--- config.mk ---
export PLATFORM = sky130hd
export DESIGN_NAME = node_endpoint_p
export DESIGN_NICKNAME = d
export VERILOG_FILES = /design/src/rtl/node_endpoint_p.sv
export SDC_FILE = /design/constraint.sdc
export NUM_CORES = 1
export LEC_CHECK = 0
export CELL_PAD_IN_SITES_DETAIL_PLACEMENT = 2
export CELL_PAD_IN_SITES_GLOBAL_PLACEMENT = 2
export CORE_UTILIZATION = 45
export CTS_BUF_LIST = sky130_fd_sc_hd__clkbuf_4 sky130_fd_sc_hd__clkbuf_8 sky130_fd_sc_hd__clkbuf_16
export DETAILED_ROUTE_END_ITERATION = 8
export PLACE_DENSITY_LB_ADDON = 0.1
export SLEW_MARGIN = 20
export SYNTH_ARGS = -nofsm -noshare
export SYNTH_HDL_FRONTEND = slang
export SYNTH_SLANG_ARGS = --single-unit
--- constraint.sdc ---
create_clock -name clk -period 4.7 [get_ports clk]
set_input_delay 0.94 -clock clk [delete_from_list [all_inputs] [get_ports clk]]
set_output_delay 0.94 -clock clk [all_outputs]
set_load 0.02 [all_outputs]
--- src/rtl/node_endpoint_p.sv ---
// Network endpoint: outbound packet FIFO + flit serialiser, inbound flit deserialiser + packet FIFO.
// Optional statistics counters are enabled by defining NODE_EP_STATS_EN.

module node_ep_fifo #(
   parameter int W     = 32,
   parameter int DEPTH = 4
) (
   input  logic                       clk,
   input  logic                       rst,
   input  logic                       push_i,
   input  logic                       pop_i,
   input  logic [W-1:0]               wdata_i,
   output logic [W-1:0]               rdata_o,
   output logic [$clog2(DEPTH):0]     count_o,
   output logic                       full_o,
   output logic                       empty_o
);
   localparam int AW = $clog2(DEPTH);

   logic [W-1:0]  mem_q [DEPTH];
   logic [AW-1:0] wr_ptr_q, rd_ptr_q;
   logic [AW:0]   count_q;
   logic          push_ok, pop_ok;

   assign full_o  = (count_q == (AW+1)'(DEPTH));
   assign empty_o = (count_q == '0);
   assign push_ok = push_i && !full_o;
   assign pop_ok  = pop_i && !empty_o;
   assign rdata_o = mem_q[rd_ptr_q];
   assign count_o = count_q;

   // Storage is not reset; consumers gate the head with empty_o.
   always_ff @(posedge clk) begin
      if (push_ok) mem_q[wr_ptr_q] <= wdata_i;
   end

   always_ff @(posedge clk) begin
      if (rst) begin
         wr_ptr_q <= '0;
         rd_ptr_q <= '0;
         count_q  <= '0;
      end else begin
         if (push_ok) wr_ptr_q <= wr_ptr_q + 1'b1;
         if (pop_ok)  rd_ptr_q <= rd_ptr_q + 1'b1;
         case ({push_ok, pop_ok})
            2'b10:   count_q <= count_q + 1'b1;
            2'b01:   count_q <= count_q - 1'b1;
            default: count_q <= count_q;
         endcase
      end
   end
endmodule

module node_endpoint_p #(
   parameter int PKT_W    = 32,
   parameter int FLIT_W   = 8,
   parameter int OQ_DEPTH = 4,
   parameter int IQ_DEPTH = 4
) (
   input  logic              clk,
   input  logic              rst,
   input  logic [PKT_W-1:0]  pkt_in,
   input  logic              pkt_in_avail,
   output logic              cQ_full,
   output logic [PKT_W-1:0]  pkt_out,
   output logic              pkt_out_avail,
   input  logic              pkt_out_rdy,
   input  logic              free_outbound,
   output logic              put_outbound,
   output logic [FLIT_W-1:0] payload_outbound,
   output logic              free_inbound,
   input  logic              put_inbound,
   input  logic [FLIT_W-1:0] payload_inbound,
`ifdef NODE_EP_STATS_EN
   output logic [15:0]       tx_pkt_cnt,
   output logic [15:0]       rx_pkt_cnt,
   output logic [7:0]        drop_cnt,
`endif
   output logic              tx_state_o,
   output logic              rx_state_o
);
   localparam int NFLITS = PKT_W / FLIT_W;
   localparam int CNT_W  = $clog2(NFLITS);

   typedef enum logic {TX_IDLE = 1'b0, TX_SEND = 1'b1} tx_state_e;
   typedef enum logic {RX_IDLE = 1'b0, RX_RECV = 1'b1} rx_state_e;

   tx_state_e          tx_state_q, tx_state_d;
   rx_state_e          rx_state_q, rx_state_d;
   logic [PKT_W-1:0]   tx_shift_q, tx_shift_d, rx_shift_q, rx_shift_d;
   logic [CNT_W-1:0]   tx_cnt_q, tx_cnt_d, rx_cnt_q, rx_cnt_d;
   logic               oq_pop, oq_full, oq_empty, tx_last;
   logic               iq_push, iq_full, iq_empty;
   logic [PKT_W-1:0]   oq_rdata, iq_rdata, iq_wdata;
   logic [$clog2(OQ_DEPTH):0] oq_count;
   logic [$clog2(IQ_DEPTH):0] iq_count;

   node_ep_fifo #(.W(PKT_W), .DEPTH(OQ_DEPTH)) u_oq (
      .clk(clk), .rst(rst), .push_i(pkt_in_avail), .pop_i(oq_pop), .wdata_i(pkt_in),
      .rdata_o(oq_rdata), .count_o(oq_count), .full_o(oq_full), .empty_o(oq_empty)
   );

   node_ep_fifo #(.W(PKT_W), .DEPTH(IQ_DEPTH)) u_iq (
      .clk(clk), .rst(rst), .push_i(iq_push), .pop_i(pkt_out_rdy), .wdata_i(iq_wdata),
      .rdata_o(iq_rdata), .count_o(iq_count), .full_o(iq_full), .empty_o(iq_empty)
   );

   assign cQ_full       = oq_full;
   assign pkt_out_avail = !iq_empty;
   assign pkt_out       = iq_empty ? '0 : iq_rdata;
   assign tx_state_o    = tx_state_q;
   assign rx_state_o    = rx_state_q;

   // Only RX pushes IQ and it does so from RECV, so an IDLE-time count check reserves the slot.
   assign free_inbound = (rx_state_q == RX_IDLE) && (iq_count < ($clog2(IQ_DEPTH)+1)'(IQ_DEPTH));
   assign iq_wdata     = {rx_shift_q[PKT_W-FLIT_W-1:0], payload_inbound};

   always_ff @(posedge clk) begin
      if (rst) begin
         tx_state_q <= TX_IDLE;
         rx_state_q <= RX_IDLE;
         tx_shift_q <= '0;
         rx_shift_q <= '0;
         tx_cnt_q   <= '0;
         rx_cnt_q   <= '0;
      end else begin
         tx_state_q <= tx_state_d;
         rx_state_q <= rx_state_d;
         tx_shift_q <= tx_shift_d;
         rx_shift_q <= rx_shift_d;
         tx_cnt_q   <= tx_cnt_d;
         rx_cnt_q   <= rx_cnt_d;
      end
   end

   always_comb begin
      tx_state_d       = tx_state_q;
      tx_shift_d       = tx_shift_q;
      tx_cnt_d         = tx_cnt_q;
      oq_pop           = 1'b0;
      tx_last          = 1'b0;
      put_outbound     = 1'b0;
      payload_outbound = '0;
      case (tx_state_q)
         TX_IDLE: begin
            if (!oq_empty && free_outbound) begin
               oq_pop     = 1'b1;
               tx_shift_d = oq_rdata;
               tx_cnt_d   = '0;
               tx_state_d = TX_SEND;
            end
         end
         TX_SEND: begin
            put_outbound     = 1'b1;
            payload_outbound = tx_shift_q[PKT_W-1 -: FLIT_W];
            tx_shift_d       = tx_shift_q << FLIT_W;
            tx_cnt_d         = tx_cnt_q + 1'b1;
            if (tx_cnt_q == CNT_W'(NFLITS-1)) begin
               tx_last    = 1'b1;
               tx_cnt_d   = '0;
               tx_state_d = TX_IDLE;
            end
         end
         default: tx_state_d = TX_IDLE;
      endcase
   end

   always_comb begin
      rx_state_d = rx_state_q;
      rx_shift_d = rx_shift_q;
      rx_cnt_d   = rx_cnt_q;
      iq_push    = 1'b0;
      case (rx_state_q)
         RX_IDLE: begin
            if (put_inbound && free_inbound) begin
               rx_shift_d = iq_wdata;
               rx_cnt_d   = CNT_W'(1);
               rx_state_d = RX_RECV;
            end
         end
         RX_RECV: begin
            if (!put_inbound) begin
               rx_cnt_d   = '0;
               rx_state_d = RX_IDLE;
            end else if (rx_cnt_q == CNT_W'(NFLITS-1)) begin
               iq_push    = 1'b1;
               rx_cnt_d   = '0;
               rx_state_d = RX_IDLE;
            end else begin
               rx_shift_d = iq_wdata;
               rx_cnt_d   = rx_cnt_q + 1'b1;
            end
         end
         default: rx_state_d = RX_IDLE;
      endcase
   end

`ifdef NODE_EP_STATS_EN
   logic [15:0] tx_pkt_cnt_q, rx_pkt_cnt_q;
   logic [7:0]  drop_cnt_q;

   always_ff @(posedge clk) begin
      if (rst) begin
         tx_pkt_cnt_q <= '0;
         rx_pkt_cnt_q <= '0;
         drop_cnt_q   <= '0;
      end else begin
         if (tx_last) tx_pkt_cnt_q <= tx_pkt_cnt_q + 1'b1;
         if (iq_push) rx_pkt_cnt_q <= rx_pkt_cnt_q + 1'b1;
         if (pkt_in_avail && oq_full && (drop_cnt_q != 8'hFF)) drop_cnt_q <= drop_cnt_q + 1'b1;
      end
   end

   assign tx_pkt_cnt = tx_pkt_cnt_q;
   assign rx_pkt_cnt = rx_pkt_cnt_q;
   assign drop_cnt   = drop_cnt_q;
`endif
endmodule

-- Word-level counts from Yosys, hierarchy flattened
Memory sizes are Yosys's and may differ from the RTL's. A register that Yosys moved wholly into a read port is not among the register bits.
Cells that the tools add are included.
- register bits: 76
- memory bits (writable): 256
- input bits: 46
- output and inout bits: 46
- word-level logic and storage cells: 92
- memories: 2
- memories (name ; depth ; width ; rd ports ; clocked after Yosys merged registers in ; write ports ; RTL line ; source):
    u_iq.mem_q ; 4 ; 32 ; 1 ; 1 ; 1 ; 20 ; logic [W-1:0] mem_q [DEPTH];
    u_oq.mem_q ; 4 ; 32 ; 1 ; 1 ; 1 ; 20 ;
- $add $sub $neg: 10
- magnitude comparators: 1
- eq/ne operators: 12
- mux-type cells: 37
- bitwise gates (word level): 2
- reductions and logical operators: 16
- operator list (operator ; number):
    2-to-1 mux 24 bit ; 3
    2-to-1 mux 32 bit ; 2
    case mux 32 bit (2 select lines) ; 1
    case mux 24 bit (2 select lines) ; 1
    2-to-1 mux 2 bit ; 9
    2-to-1 mux 1 bit ; 14
    adder 2 x 1 -> 2 bit (second input constant) ; 6
    case mux 3 bit (2 select lines) ; 2
    equality test 2 bit (second input constant) ; 4
    2-to-1 mux 8 bit ; 1
    case mux 2 bit (2 select lines) ; 2
    logical AND 1 bit ; 7
    adder 3 x 1 -> 3 bit (second input constant) ; 2
    equality test 3 bit (second input constant) ; 2
    logical NOT 3 bit ; 2
    != test 2 bit (second input constant) ; 3
    subtractor 3 x 1 -> 3 bit (second input constant) ; 2
    equality test 2 x 1 -> 1 bit (second input constant) ; 2
    logical NOT 1 bit ; 4
    case mux 1 bit (2 select lines) ; 2
    nonzero test 2 bit ; 2
    less-than comparator 3 bit (second input constant) ; 1
    AND reduction 3 bit ; 1
    != test 2 x 1 -> 1 bit (second input constant) ; 1
    NOT 1 bit ; 2

-- Logic depth before layout (Yosys ltp)
- word-level depth: 8
- depth in mapped cells: 11

-- Modules after synthesis
From an unflattened synthesis, not the netlist that was laid out.
- cells, all modules: 778
- area, all modules: 13138.9 µm²
- by module, submodules not included (module ; instances ; cells each ; area each (µm²)):
    node_ep_fifo ; 2 ; 221 ; 5143.7
    node_endpoint_p ; 1 ; 336 ; 2851.5

-- Least setup slack after synthesis
OpenSTA, ideal clock, no wires.
- kind: input to register
- from: input port put_inbound
- to: memory u_iq.mem_q[0][0], enable pin
- setup time: 0.392 ns
- data arrival time: 2.326 ns
- path slack: 1.982 ns
- stages on the path: 3
- buffers on the path: 1
- cells stage by stage: clkbuf_1 -> and3_1 -> and3_1
- word-level cells in the longest chain between the ends: 5
- RTL lines (element ; RTL line ; source):
    from (decl) ; 72 ; input logic put_inbound,
    2-to-1 mux 1 bit ; 182 ; if (!put_inbound) begin
    2-to-1 mux 1 bit ; 173 ; case (rx_state_q)
    logical AND 1 bit ; 27 ; assign push_ok = push_i && !full_o;
    2-to-1 mux 1 bit ; 34 ; if (push_ok) mem_q[wr_ptr_q] <= wdata_i;
    2-to-1 mux 1 bit (not written as such) ; 34 ;
    to (decl) ; 20 ;
No other way between the ends.

==> impl_metrics.json <==
{
  "status": "completed",
  "crit_required_ns": 3.76,
  "yosys.area.top_type": "edfxtp_1",
  "totalWireLength_mm": 30.4,
  "fp.dieH_um": 172,
  "worst_pin_slew_ns": 1.08,
  "clock_skew_ns": 0.0145,
  "ctsResizeCount": 0,
  "top_layer": "met4",
  "start_util": 0.461,
  "slew_headroom": 0.283,
  "synth_xor_xnor_area_share": 0.00406,
  "slowest_delay_ns": 0.69,
  "synth_area_sq_um": 13000,
  "cts_post_setup_buffers_inserted": 0,
  "fillers": 2444,
  "synth_edf_count": 256,
  "synth_compound_area_frac": 0.0595,
  "final_nets": 895,
  "fin_crit_ns": 3.66,
  "final.setup.tns_ns": 0,
  "synthSimpleGateAreaFrac": 0.0657,
  "clockBufferDepth": 3,
  "finalPower_w": 0.00737,
  "first_iter_violations": 493,
  "fin_util": 0.553,
  "maxCapViolCount": 0,
  "worst-path-buf-inv": 2,
  "clk_latency_ns": 0.52,
  "path_delay_family": "buffers and inverters",
  "clkTransAtPathRegs_ns": 0.06,
  "cts_buffers": 37,
  "startpoint_type": "flip-flop",
  "first_global_vias": 8011,
  "power.density_nw_per_um2": 475,
  "critical_path.cell_chain": "buf_4 > mux4_2 > nor2b_1 > clkdlybuf4s50_1",
  "drt_pass1_iterations": 6,
  "worstPathArrival_ns": 2.72,
  "p_leak_nw": 5.17,
  "critPathKind": "reg -> out",
  "worstHoldPathType": "reg -> reg",
  "grt_start_max_net_pins": 49,
  "holdPathStages": 1,
  "ys_ff_latch": 336,
  "seq_area_frac_synth": 0.717,
  "fmax_mhz": 273,
  "die_width_um": 172,
  "die_area_sq_um": 29500,
  "reg2reg_depth": 10,
  "htree_levels": 2,
  "cp.depth": 4,
  "syn_avg_cell_area_sq_um": 17.6,
  "ir_worst_vdd_mv": 0.395,
  "track_usage": 0.220,
  "fin_ws_ns": 1.04,
  "dr_wl_met2_mm": 16.5,
  "synth_fa_ha_area_frac": 0.0147,
  "avgViaCountPerCell": 5.61,
  "hpwl_mm": 18.1,
  "hold_violations": 0,
  "drive_gt1_frac": 0.185,
  "worstPathMaxFanout": 22,
  "route.detailed.drc": 0,
  "synthFlopType": "edfxtp_1",
  "gp_congestion": 0.704,
  "antenna_left": 0,
  "rsz0062_at_grt": "no",
  "ys_top_cells_by_area": "edfxtp_1 (59%), dfxtp_1 (12%), mux4_2 (11%)",
  "min_period_over_period": 0.778,
  "cts_tree": "done",
  "core-area_sq_um": 28100,
  "grt-ovfl-total": 0,
  "synthToLayoutAreaGrowth_pct": 19.8,
  "crit_path_end_kind": "output port",
  "finalSetupViolations": 0,
  "pin_count": 92,
  "drv_slew": 0,
  "insertedDiodeCount": 0,
  "m1WireLength_mm": 12.1,
  "cts_hold_buf": 0,
  "synthCells": 738,
  "rows": 61,
  "via_count": 6962,
  "grt_pass1_wl_mm": 48.1,
  "yosys_warnings": 0,
  "antenna_found_initial": 0,
  "pre_cts_ws_ns": 1.50,
  "syn_nets": 798,
  "crit_slowest_cell": "dfxtp_1",
  "synth_async_sr_flop_share": 0,
  "yosysTopAreaCellShare": 0.593,
  "route.met3.wl_mm": 1.00,
  "clock_sinks": 336,
  "routedWlPerCell_um": 24.5,
  "muxShareOfSynthArea": 0.112,
  "hold_ws_ns": 0.473,
  "portBuffers": 91,
  "cts-root-buf": "clkbuf_16",
  "synth_top_family_by_area": "multiplexers",
  "synth_cell_type_count": 42
}
[flip-flops by register name (all words and copies together) (netlist names), 3 cells and up, named ones only]
signal,flops
u_iq.mem_q,128
u_oq.mem_q,128
tx_shift_q,32
rx_shift_q,24
u_iq.count_o,3
u_oq.count_o,3
[cell usage in the layout, fill, tap and decap left out, types with 6 or more instances in the layout]
cell,count
a221o_1,24
a21oi_1,39
o31ai_1,25
buf_4,19
inv_1,16
nor2b_1,34
ha_1,12
clkbuf_4,9
o21ai_0,6
nor2_1,14
dfxtp_1,77
clkbuf_16,40
and2_1,32
and3_1,9
mux4_2,64
xor2_1,6
a22o_1,8
edfxtp_1,256
nand3_1,6
clkdlybuf4s50_1,90
nand4_1,24
[worst paths after layout]
| check | startpoint | endpoint | slack [ns] |
|---|---|---|---|
| worst max register to register | u_oq.count_o[2] | u_oq.count_o[2] | 2.27 |
| worst min-delay path | tx_shift_q[6] | tx_shift_q[6] | 0.47 |
| worst max-delay path | flip-flop | pkt_out[3] | 1.04 |
| worst min register to register | tx_shift_q[6] | tx_shift_q[6] | 0.47 |
[power breakdown]
| part | total [W] | internal, W | switching (W) |
|---|---|---|---|
| clock network | 0.00305 | 0.00189 | 0.00116 |
| registers | 0.00357 | 0.00340 | 0.000168 |
| logic | 0.000754 | 0.000374 | 0.000380 |
| total | 0.00737 | 0.00566 | 0.00171 |
[kinds of logic after synthesis]
group,after synthesis
simple gates,140
flops,336
buf+inv,70
compound gates,107
xor+xnor,6
fa+ha+maj,14
mux,65
[synthesized netlist by cell type (5+ instances only)]
library cell	instances
edfxtp_1	256
buf_1	5
and2_1	32
inv_1	16
a21oi_1	39
mux4_2	64
o21ai_0	6
nor2b_1	34
and3_1	9
xor2_1	6
clkbuf_1	26
nand4_1	24
buf_2	11
dfxtp_1	80
nor2_1	14
ha_1	12
o31ai_1	25
a22o_1	8
nand3_1	6
a221o_1	24
or3_1	5
buf_6	5
[metal layers]
layer,up-vias,track usage
met5,-,0
met4,0,0.0730
met3,57,0.0290
met2,157,0.409
met1,3629,0.260
li1,3119,-
[area by class of cell]
cell class              count  area [sq um]  area share
multi-input cells         332          3330       0.214
inverters                  18          67.6     0.00435
clock inverters            15           185      0.0119
well taps                 378           473      0.0305
flip-flops and latches    336          9290       0.599
repair buffers            110          1050      0.0676
clock buffers              53          1120      0.0724
[through the flow]
stage                     instances  area, sq um
after global routing           1242        15500
after CTS                      1242        15500
after detailed placement       1174        14200
after global placement         1174        14200
after floorplan                 738        13000
final                          1242        15500
[worst register-to-register path, stage by stage (launching register included)]
cell     delay (ns)
dfxtp_1        0.41
or3b_1         0.49
inv_2          0.13
nor2_1         0.05
inv_1          0.05
ha_1           0.18
inv_1          0.06
fa_1           0.38
xor2_1         0.17
or3_1          0.31
a21oi_1        0.14
(Power assumes the default switching activity.)
